===== src/rtl/logic_op_bist.sv =====
// rtl/logic_op_bist.sv - self-test driver/checker for the registered 8-bit AND/OR logic unit
module logic_op_bist #(
    parameter int          NUM_VECTORS = 256,
    parameter logic [15:0] SEED        = 16'hACE1
) (
    input  logic        clk,
    input  logic        rst,
    input  logic        start,
    output logic [7:0]  dut_a,
    output logic [7:0]  dut_b,
    output logic        dut_mode,
    output logic        dut_rst_n,
    input  logic [7:0]  dut_result,
    output logic        busy,
    output logic        done,
    output logic        pass,
    output logic [15:0] err_count,
    output logic        first_fail_valid,
    output logic [15:0] first_fail_idx
);

    typedef enum logic [1:0] {IDLE, RST_CHK, RUN, DRAIN} state_t;

    localparam logic [15:0] LAST_IDX = 16'(NUM_VECTORS - 1);
    localparam logic [15:0] TAPS     = 16'hB400;

    state_t      state, state_nx;
    logic [15:0] lfsr;
    logic [15:0] lfsr_nx;
    logic [15:0] idx;
    logic [7:0]  exp_q;
    logic [15:0] exp_idx;
    logic        exp_valid;
    logic        accept;
    logic        cmp_en;
    logic [7:0]  cmp_ref;
    logic [15:0] fail_idx;
    logic [7:0]  expected;
    logic        mismatch;

    assign accept    = (state == IDLE) && start;
    assign lfsr_nx   = (lfsr >> 1) ^ (lfsr[0] ? TAPS : 16'h0000);
    assign busy      = (state != IDLE);
    assign pass      = done && (err_count == 16'h0000);
    assign dut_rst_n = rst && (state != RST_CHK);
    assign expected  = dut_mode ? (dut_a | dut_b) : (dut_a & dut_b);
    assign mismatch  = cmp_en && (dut_result != cmp_ref);

    always_ff @(posedge clk or negedge rst) begin
        if (!rst) begin
            state <= IDLE;
        end else begin
            state <= state_nx;
        end
    end

    always_comb begin
        state_nx = state;
        dut_a    = 8'h00;
        dut_b    = 8'h00;
        dut_mode = 1'b0;
        cmp_en   = 1'b0;
        cmp_ref  = 8'h00;
        fail_idx = exp_idx;
        case (state)
            IDLE: begin
                if (start) state_nx = RST_CHK;
            end
            RST_CHK: begin
                state_nx = RUN;
            end
            RUN: begin
                dut_a    = lfsr[15:8];
                dut_b    = lfsr[7:0];
                dut_mode = idx[0];
                // First RUN cycle observes the unit straight out of its synchronous reset.
                if (idx == 16'h0000) begin
                    cmp_en   = 1'b1;
                    cmp_ref  = 8'h00;
                    fail_idx = 16'hFFFF;
                end else begin
                    cmp_en   = exp_valid;
                    cmp_ref  = exp_q;
                end
                if (idx == LAST_IDX) state_nx = DRAIN;
            end
            DRAIN: begin
                cmp_en   = exp_valid;
                cmp_ref  = exp_q;
                state_nx = IDLE;
            end
            default: state_nx = IDLE;
        endcase
    end

    always_ff @(posedge clk or negedge rst) begin
        if (!rst) begin
            lfsr             <= SEED;
            idx              <= 16'h0000;
            exp_q            <= 8'h00;
            exp_idx          <= 16'h0000;
            exp_valid        <= 1'b0;
            done             <= 1'b0;
            err_count        <= 16'h0000;
            first_fail_valid <= 1'b0;
            first_fail_idx   <= 16'h0000;
        end else if (accept) begin
            lfsr             <= SEED;
            idx              <= 16'h0000;
            exp_valid        <= 1'b0;
            done             <= 1'b0;
            err_count        <= 16'h0000;
            first_fail_valid <= 1'b0;
            first_fail_idx   <= 16'h0000;
        end else begin
            if (state == RUN) begin
                lfsr      <= lfsr_nx;
                idx       <= idx + 16'd1;
                exp_q     <= expected;
                exp_idx   <= idx;
                exp_valid <= 1'b1;
            end
            if (state == DRAIN) begin
                done      <= 1'b1;
                exp_valid <= 1'b0;
            end
            if (mismatch) begin
                if (err_count != 16'hFFFF) err_count <= err_count + 16'd1;
                if (!first_fail_valid) begin
                    first_fail_valid <= 1'b1;
                    first_fail_idx   <= fail_idx;
                end
            end
        end
    end

endmodule


===== config.mk =====
export PLATFORM = sky130hd
export DESIGN_NAME = logic_op_bist
export DESIGN_NICKNAME = d
export VERILOG_FILES = /design/src/rtl/logic_op_bist.sv
export SDC_FILE = /design/constraint.sdc
export NUM_CORES = 1
export LEC_CHECK = 0
export CAP_MARGIN = 0
export CORE_UTILIZATION = 35
export CTS_BUF_LIST = sky130_fd_sc_hd__clkbuf_16
export CTS_CLUSTER_SIZE = 25
export DETAILED_ROUTE_END_ITERATION = 12
export PLACE_DENSITY = 0.53
export REMOVE_ABC_BUFFERS = 1
export SYNTH_ARGS = -nofsm -noshare
export SYNTH_HDL_FRONTEND = slang
export SYNTH_SLANG_ARGS = --single-unit

===== constraint.sdc =====
create_clock -name clk -period 6.8 [get_ports clk]
set_clock_uncertainty 0.2 [all_clocks]
set_input_delay 1.7 -clock clk [delete_from_list [all_inputs] [get_ports clk]]
set_output_delay 1.7 -clock clk [all_outputs]
set_load 0.01 [all_outputs]

After elaboration in Yosys (flattened, before gate mapping)
Cells that the tools add are included.

operators by class
  reduce and logical (&&, ||, !) cells = 17
  shift operators = 0
  div/mod/pow operators = 0
  $lt $le $gt $ge = 0
  muxes and demuxes = 31
  equal/unequal tests = 10
  bitwise gates (word level) = 4
  add/sub/neg operators = 2
  multipliers = 0

operators with widths
  cell                                                               number
  16-bit 2-to-1 mux                                                  13
  16-bit by 1-bit adder with 16-bit output (second input constant)   2
  16-bit logical NOT                                                 2
  8-bit 2-to-1 mux                                                   4
  16-bit by 8-bit == test with 1-bit output (second input constant)  1
  16-bit != test (second input constant)                             1
  8-bit one-hot mux with 2 select lines                              1
  15-bit by 16-bit XOR with 16-bit output                            1
  2-bit nonzero test                                                 5
  1-bit 2-to-1 mux                                                   9
  8-bit bitwise AND                                                  1
  8-bit != test                                                      1
  8-bit OR                                                           1
  2-bit one-hot mux with 4 select lines                              1
  2-bit AND reduction                                                4
  2-bit == test (second input constant)                              2
  1-bit logical AND                                                  4
  2-bit 2-to-1 mux                                                   2
  2-bit by 1-bit != test with 1-bit output (second input constant)   2
  2-bit != test (second input constant)                              2
  3-bit nonzero test                                                 1
  2-bit by 1-bit == test with 1-bit output (second input constant)   1
  2-bit logical NOT                                                  1
  1-bit one-hot mux with 2 select lines                              1
  1-bit inverter                                                     1

word-level totals
  bits in read-only memories = 0
  output and inout bits = 54
  input port bits = 11
  bits in registers = 93
  bits in latches = 0
  RAM bits = 0
  memories kept = 0
  word-level logic and storage cells = 74

Logic depth before layout (Yosys ltp)
Gate-level depths: netlist (run 1).

  depth in word-level cells = 7
  mapped depth = 12
  mapped depth without buffers = 9

Worst setup path after synthesis (run 1)
Ideal clock, no wire load.

  path kind = in2out
  start = input rst
  end = output dut_rst_n
  stages = 1
  required time = 4.900 ns
  path buffers = 0
  arrival = 1.897 ns
  setup slack = 3.003 ns
  path through = nor2b_1

between the ends
  cells in the longest elaborated chain, start to end = 1

ends and longest elaborated chain
  element            RTL line  RTL
  start, declared    7         input logic rst,
  1-bit logical AND  45        assign dut_rst_n = rst && (state != RST_CHK);
  end, declared      12        output logic dut_rst_n,

No other way between the ends.

Worst setup path after layout (run 1)
Ends and elaborated chain as after synthesis.

==> impl_results.md, run 1 <==
* Status: finished, final reports clean
* Hold_buf cts at 0
* Die Span Y at 118 um
* Non-filler cells in the finished layout at 682
* # clock sinks at 93
* Cell Chain, Critical Path: buf_4, nor2b_1, clkdlybuf4s50_1
* Setup fix buffers added after clock tree synthesis at 0
* FMAX at 0.207 GHz
* Largest driver fanout on the critical path at 45
* Die footprint at 14,000 um^2
* Antenna Nets Post-Route at 0
* Count of state elements after synthesis at 93
* Post-synth cell types at 51
* Count of buffers from port buffering at 64
* CTS tree: built
* Wire length reported by the detailed router at 10,800 um
* RSZ-0062 raised after global routing: no
* Reg2reg start: state[0]
* R2r setup slk at 3100 ps
* Clock period minus final worst setup slack at 4840 ps
* Leakage at 2.47 nW
* Measured slew at the worst slew-check pin at 919 ps
* DRC violations left at 0
* Grt total ovfl at 0
* Number of vias after detailed routing at 3,590
* Post-synthesis sequential area ratio at 0.494
* Effective utilization at floorplan at 0.359
* Primary flip-flop cell chosen by synthesis mapping: dfrtp_1
* Class of the tightest hold or removal check: reg -> reg
* Top area cells in the synthesized netlist: dfrtp_1 45%, mux2_2 5.5%, dfstp_2 4.4%
* Synthesis warning total at 0
* Maximum number of pins on one net before global-route repair at 51
* Number of placement rows at 42
* Via-per-instance ratio at 5.26
* Buffer levels on the longest clock path at 2
* Vias in the first global route at 3,573
* Area added between synthesis and finish at 22.8%
* Floorplan core area at 13,200 um^2
* First-pass GRT wire length at 18,300 um
* Final setup vio count at 0
* Post-synthesis instance total at 446
* Area share of the leading cell type in the synthesized netlist at 0.449
* I/O Pins at 65
* Cell type contributing the most total cell area after synthesis: dfrtp_1
* Total negative slack for setup checks at 0 ps
* Chip Width at 118 um
* Placer Congestion at 0.789
* Aggregate global-route resource usage at 0.166
* Number of iterations in the first detailed-routing pass at 4
* Clock Tree Root: clkbuf_16
* Clock-pin slew on the worst setup and hold paths at 60 ps
* Nets@finish at 521
* Period Utilization, post-route at 0.712
* Pins over their slew limit at 0
* Library cell contributing the largest single delay on the critical path: clkdlybuf4s50_1
* Post-detail-place hpwl at 7190 um
* Antenna violations before repair at 0
* Number of hold-slack violations in the final timing report at 0
* Post_cts resized at 0
* H-tree levels at 3
* Post-placement cell count at 666
* Worst setup path start: rst
* Maximum single-stage delay on the critical path at 550 ps
* Avg Synthesized Cell Area at 10.6 um^2
* Fraction of layout instances using a drive strength above 1 at 0.142
* TritonCTS buffer count at 9
* Endpoint kind of the worst setup timing path: primary output
* Worst r2r path cells at 8
* WL per Instance at 15.8 um
* Power density over the cells at 392 nW/um^2
* Max transition margin at 0.387
* Critical path required time at 4900 ps
* Arrival @ worst endpoint at 2940 ps
* Worst VDD drop at 0.171 mV
* EDFF count, synth at 0
* # diodes at 0
* Count of max-cap constraint violations at 0
* Setup crit start kind: input pin
* Capture point of the worst reg-to-reg path: first_fail_idx[1]
* Post-synthesis cell area at 4730 um^2
* Drt initial violations at 219
* Worst skew pair latency at 350 ps
* Share of flip-flops with an asynchronous set or reset at 1.00
* Startpoint of the lowest-slack hold path: first_fail_idx[4]
* Worst setup path endpoint: dut_rst_n
* Path type of the worst setup path: in -> out
critical path: cells and delay by family:
kind                   cells  cell delay, ps
and+or+nand+nor            1             210
buffers and inverters      2            1010
area by class of cell:
type	count	area, um^2
clock inverters	7	66.3
multi-input cells	316	2240
repair buffers	70	683
fillers	1276	7380
flip-flops and latches	93	2340
inverters	11	41.3
well taps	176	220
clock buffers	9	225
per-layer routing:
layer / vias up / GRT usage / part of all wire
li1: 1731 / - / -
met1: 1786 / 0.229 / 0.50
met2: 61 / 0.257 / 0.46
met3: 12 / 0.0285 / 0.030
met4: 0 / 0.0697 / 0.018
met5: - / 0 / 0
Yosys cell counts (all sizes together) (7+ instances only):
cell and count:
nor2 36, a21oi 27, maj3 8, and2 17, nand2 36, nand4 11, xor2 11, ha 9
clkbuf 17, xnor2 8, o31ai 8, and3 9, mux2 23, a2bb2oi 16, inv 10, nand3 15
buf 9, or3 11, o21ai 20, nor4 7, dfstp 8, dfrtp 85
where the power goes:
group | switching [mW] | internal [mW]
Clock | 0.214 | 0.283
Combinational | 0.474 | 0.459
Sequential | 0.135 | 0.715
Total | 0.823 | 1.46
how the worst min path moves through the flow:
stage                        end  slack [ps]  cells past startpoint
2_1_floorplan         exp_idx[0]         250                      1
3_3_place_gp          exp_idx[0]         280                      1
3_5_place_dp          exp_idx[4]         310                      1
4_1_cts        first_fail_idx[4]         320                      2
5_1_grt               exp_idx[4]         340                      1
6_report       first_fail_idx[4]         320                      2
registers in the layout, summed over array words and instances, names as in the netlist:
| register | count |
|---|---|
| first_fail_idx | 16 |
| first_fail_valid | 1 |
| err_count | 16 |
| done | 1 |
| lfsr | 16 |
| idx | 16 |
| exp_idx | 16 |
| exp_valid | 1 |
| state | 2 |
| exp_q | 8 |
logic make-up after synthesis:
| family | synth area share |
|---|---|
| AND/OR/NAND/NOR | 0.184 |
| AO/OA/AOI/OAI | 0.154 |
| XOR/XNOR | 0.0352 |
| buffers and inverters | 0.0349 |
| flip-flops | 0.494 |
| adder cells (fa/ha/maj) | 0.0407 |
| multiplexers | 0.0568 |
metrics by stage:
step	utilization	cell area, um^2	total power, mW	hold slack [ps]	setup slack (ps)
after detailed placement	0.419	5520	1.80	309	1920
final	0.441	5810	2.28	315	1960
after global placement	0.419	5520	1.78	281	1900
after CTS	0.441	5810	2.31	319	1900
after floorplan	-	4610	1.42	255	2090
after global routing	0.441	5810	2.44	336	1830
placed cells by master, fill, tap and decap left out, types with 7 or more instances in the layout:
master,instances
a2bb2oi_2,10
a21oi_1,26
inv_1,10
dfstp_2,8
mux2_2,23
nor2_1,36
nand2_1,36
clkbuf_16,9
maj3_1,8
ha_1,8
and2_1,17
o21ai_0,19
xor2_1,11
clkdlybuf4s50_1,63
or3_1,11
dfrtp_1,85
nand3_1,15
buf_4,7
and3_1,9
o31ai_1,8
nand4_1,9
xnor2_1,8
Note: power is estimated with default switching activity, not from simulation.
==> run 2, diff against run 1 <==
==> constraint.sdc (replaced) <==
create_clock -name clk -period 5 [get_ports clk]
set_clock_uncertainty 0.2 [all_clocks]
set_input_delay 1.25 -clock clk [delete_from_list [all_inputs] [get_ports clk]]
set_output_delay 1.25 -clock clk [all_outputs]
set_load 0.01 [all_outputs]
==> impl_results.md, run 2 (same netlist as run 1, synthesis figures left out) <==
* Status: finished, final reports clean
* CTS tree: built
* # diodes at 0 (unchanged)
* I/O Pins at 65 (unchanged)
* H-tree levels at 3 (unchanged)
* Endpoint kind of the worst setup timing path: primary output
* RSZ-0062 raised after global routing: no
* Worst Slack Setup Final at 1010 ps (-955 ps)
* Clock-pin slew on the worst setup and hold paths at 70 ps (about the same)
* Post_cts resized at 0 (unchanged)
* Largest driver fanout on the critical path at 32 (-29%)
* Via-per-instance ratio at 5.27 (about the same)
* Overall power after layout at 3.07 mW (+35%)
* Non-filler cells in the finished layout at 685 (+0.44%)
* Worst VDD drop at 0.241 mV (+41%)
* Maximum number of pins on one net before global-route repair at 59 (+16%)
* Most used cells in the layout excluding fill and tap cells: 85 x dfrtp_1, 63 x clkdlybuf4s50_1, 36 x nor2_1, 36 x nand2_1, 26 x a21oi_1
* Clock period minus final worst setup slack at 3990 ps
* Reg2reg start: idx[0]
* Aggregate global-route resource usage at 0.160 (-0.00637)
* TritonCTS buffer count at 9 (unchanged)
* Number of iterations in the first detailed-routing pass at 4 (unchanged)
* First-pass GRT wire length at 17,900 um (-2.4%)
* Arrival @ worst endpoint at 2540 ps (-400 ps)
* Wire length reported by the detailed router at 10,700 um (-0.68%)
* Placer Congestion at 0.799 (+1.3%)
* Capture point of the worst reg-to-reg path: first_fail_idx[3]
* Length of routed met3 wiring at 413 um (+26%)
* Power density over the cells at 527 nW/um^2 (+34%)
* Number of hold-slack violations in the final timing report at 0 (unchanged)
* WL per Instance at 15.6 um (-1.1%)
* Buffer levels on the longest clock path at 2 (unchanged)
* Max transition margin at 0.362 (-0.0246)
* Class of the tightest hold or removal check: reg -> reg
* Most common cell after layout, fill and taps aside: dfrtp_1
* Post-Route Hold Slack at 290 ps (-25.4 ps)
* Post-detail-place hpwl at 7210 um (+0.33%)
* Buffers plus inverters on the worst setup path at 3 (+1)
* Maximum single-stage delay on the critical path at 600 ps (+50 ps)
* Cell Chain, Critical Path: inv_1, ha_2, clkinv_1, nor2_1, clkdlybuf4s50_1
* Leakage at 2.46 nW (-0.31%)
* Floorplan core area at 13,200 um^2 (unchanged)
* Effective utilization at floorplan at 0.359 (unchanged)
* Count of max-cap constraint violations at 0 (unchanged)
* Total negative slack for setup checks at 0 ps (unchanged)
* Antenna violations before repair at 0 (unchanged)
* R2r setup slk at 1600 ps (-1500 ps)
* Area added between synthesis and finish at 23.0%
* Pins over their slew limit at 0 (unchanged)
* Number of placement rows at 42 (unchanged)
* Die Span Y at 118 um (unchanged)
* Worst skew pair latency at 340 ps (about the same)
* Drt initial violations at 321 (+47%)
* Hold_buf cts at 0 (unchanged)
* Chip Width at 118 um (unchanged)
* Startpoint of the lowest-slack hold path: exp_idx[0]
* Critical path required time at 3550 ps (-1350 ps)
* DRC violations left at 0 (unchanged)
* Nets@finish at 524 (+0.58%)
* Hold-critical path depth at 1 (-1)
* Cell family with most CP delay: buffers and inverters
* Path type of the worst setup path: reg -> out
* Vias in the first global route at 3,359 (-6.0%)
* Setup fix buffers added after clock tree synthesis at 0 (unchanged)
* Library cell contributing the largest single delay on the critical path: clkdlybuf4s50_1
* Routed met2 length at 4860 um (-0.90%)
* # clock sinks at 93 (unchanged)
* Final setup vio count at 0 (unchanged)
* Fraction of layout instances using a drive strength above 1 at 0.149 (+0.00702)
* Period Utilization, post-route at 0.799
* Measured slew at the worst slew-check pin at 956 ps (+36.9 ps)
* Number of vias after detailed routing at 3,608 (+0.50%)
* Worst Hold End: exp_idx[0]
* Die footprint at 14,000 um^2 (unchanged)
* Clock Tree Root: clkbuf_16
* Count of buffers from port buffering at 64 (unchanged)
* Antenna Nets Post-Route at 0 (unchanged)
* Post-placement cell count at 669 (+0.45%)
* Sum of routed wire segments on met1 at 5360 um (+0.52%)
* Setup WS pre-CTS at 1040 ps (-874 ps)
* Grt total ovfl at 0 (unchanged)
* FMAX at 0.250 GHz
* Worst r2r path cells at 9 (+1)
* Top metal layer carrying routed signals: met4
* Setup crit start kind: register
[run 2: cell count changes in the layout (fill, tap and decap cells not counted), sizes merged]
cell / delta
clkinv: -3
clkinvlp: +4
bufinv: -1
buf: +3
[run 2: worst max path at each step]
| stage | from | endpoint | slack, ps | cells after the start |
|---|---|---|---|---|
| after floorplan | state[0] | err_count[1] | 510 | 7 |
| after global placement | dut_result[6] | first_fail_idx[2] | 1100 | 8 |
| after detailed placement | dut_result[6] | first_fail_idx[3] | 1040 | 8 |
| after CTS | state[0] | dut_mode | 990 | 5 |
| after global routing | state[0] | dut_mode | 840 | 5 |
| final | state[0] | dut_mode | 1010 | 5 |
[run 2: worst reg2reg max path: stages, from the launching register on]
cell and delay (ps):
dfrtp_1 540, inv_1 150, ha_1 160, nor4b_2 340, nand4_4 220, o211ai_1 150, a22oi_1 140, or4_1 710
nand4_2 510, a2bb2oi_1 150
[run 2: power by group]
group,switching [mW],internal (mW)
clock,0.297,0.338
sequential,0.190,0.972
combinational,0.640,0.630
[run 2: final cells by class]
| cell class | count | area (um^2) |
|---|---|---|
| sequential | 93 | 2340 |
| timing repair buffer | 73 | 706 |
| clock buffer | 9 | 225 |
| inverter | 11 | 41.3 |
| clock inverter | 7 | 52.6 |
| tap | 176 | 220 |
| multi-input combinational | 316 | 2240 |
| fill | 1251 | 7370 |
[run 2: metrics by stage]
| step | instance area [um^2] | util |
|---|---|---|
| after floorplan | 4610 | - |
| after global placement | 5540 | 0.420 |
| after detailed placement | 5540 | 0.420 |
| after CTS | 5820 | 0.441 |
| after global routing | 5820 | 0.441 |
| final | 5820 | 0.441 |
[run 2: per-layer routing]
layer,vias to the layer above,track usage
met5,-,0
met4,0,0.0433
met3,2,0.0304
met2,71,0.236
met1,1809,0.237
li1,1726,-
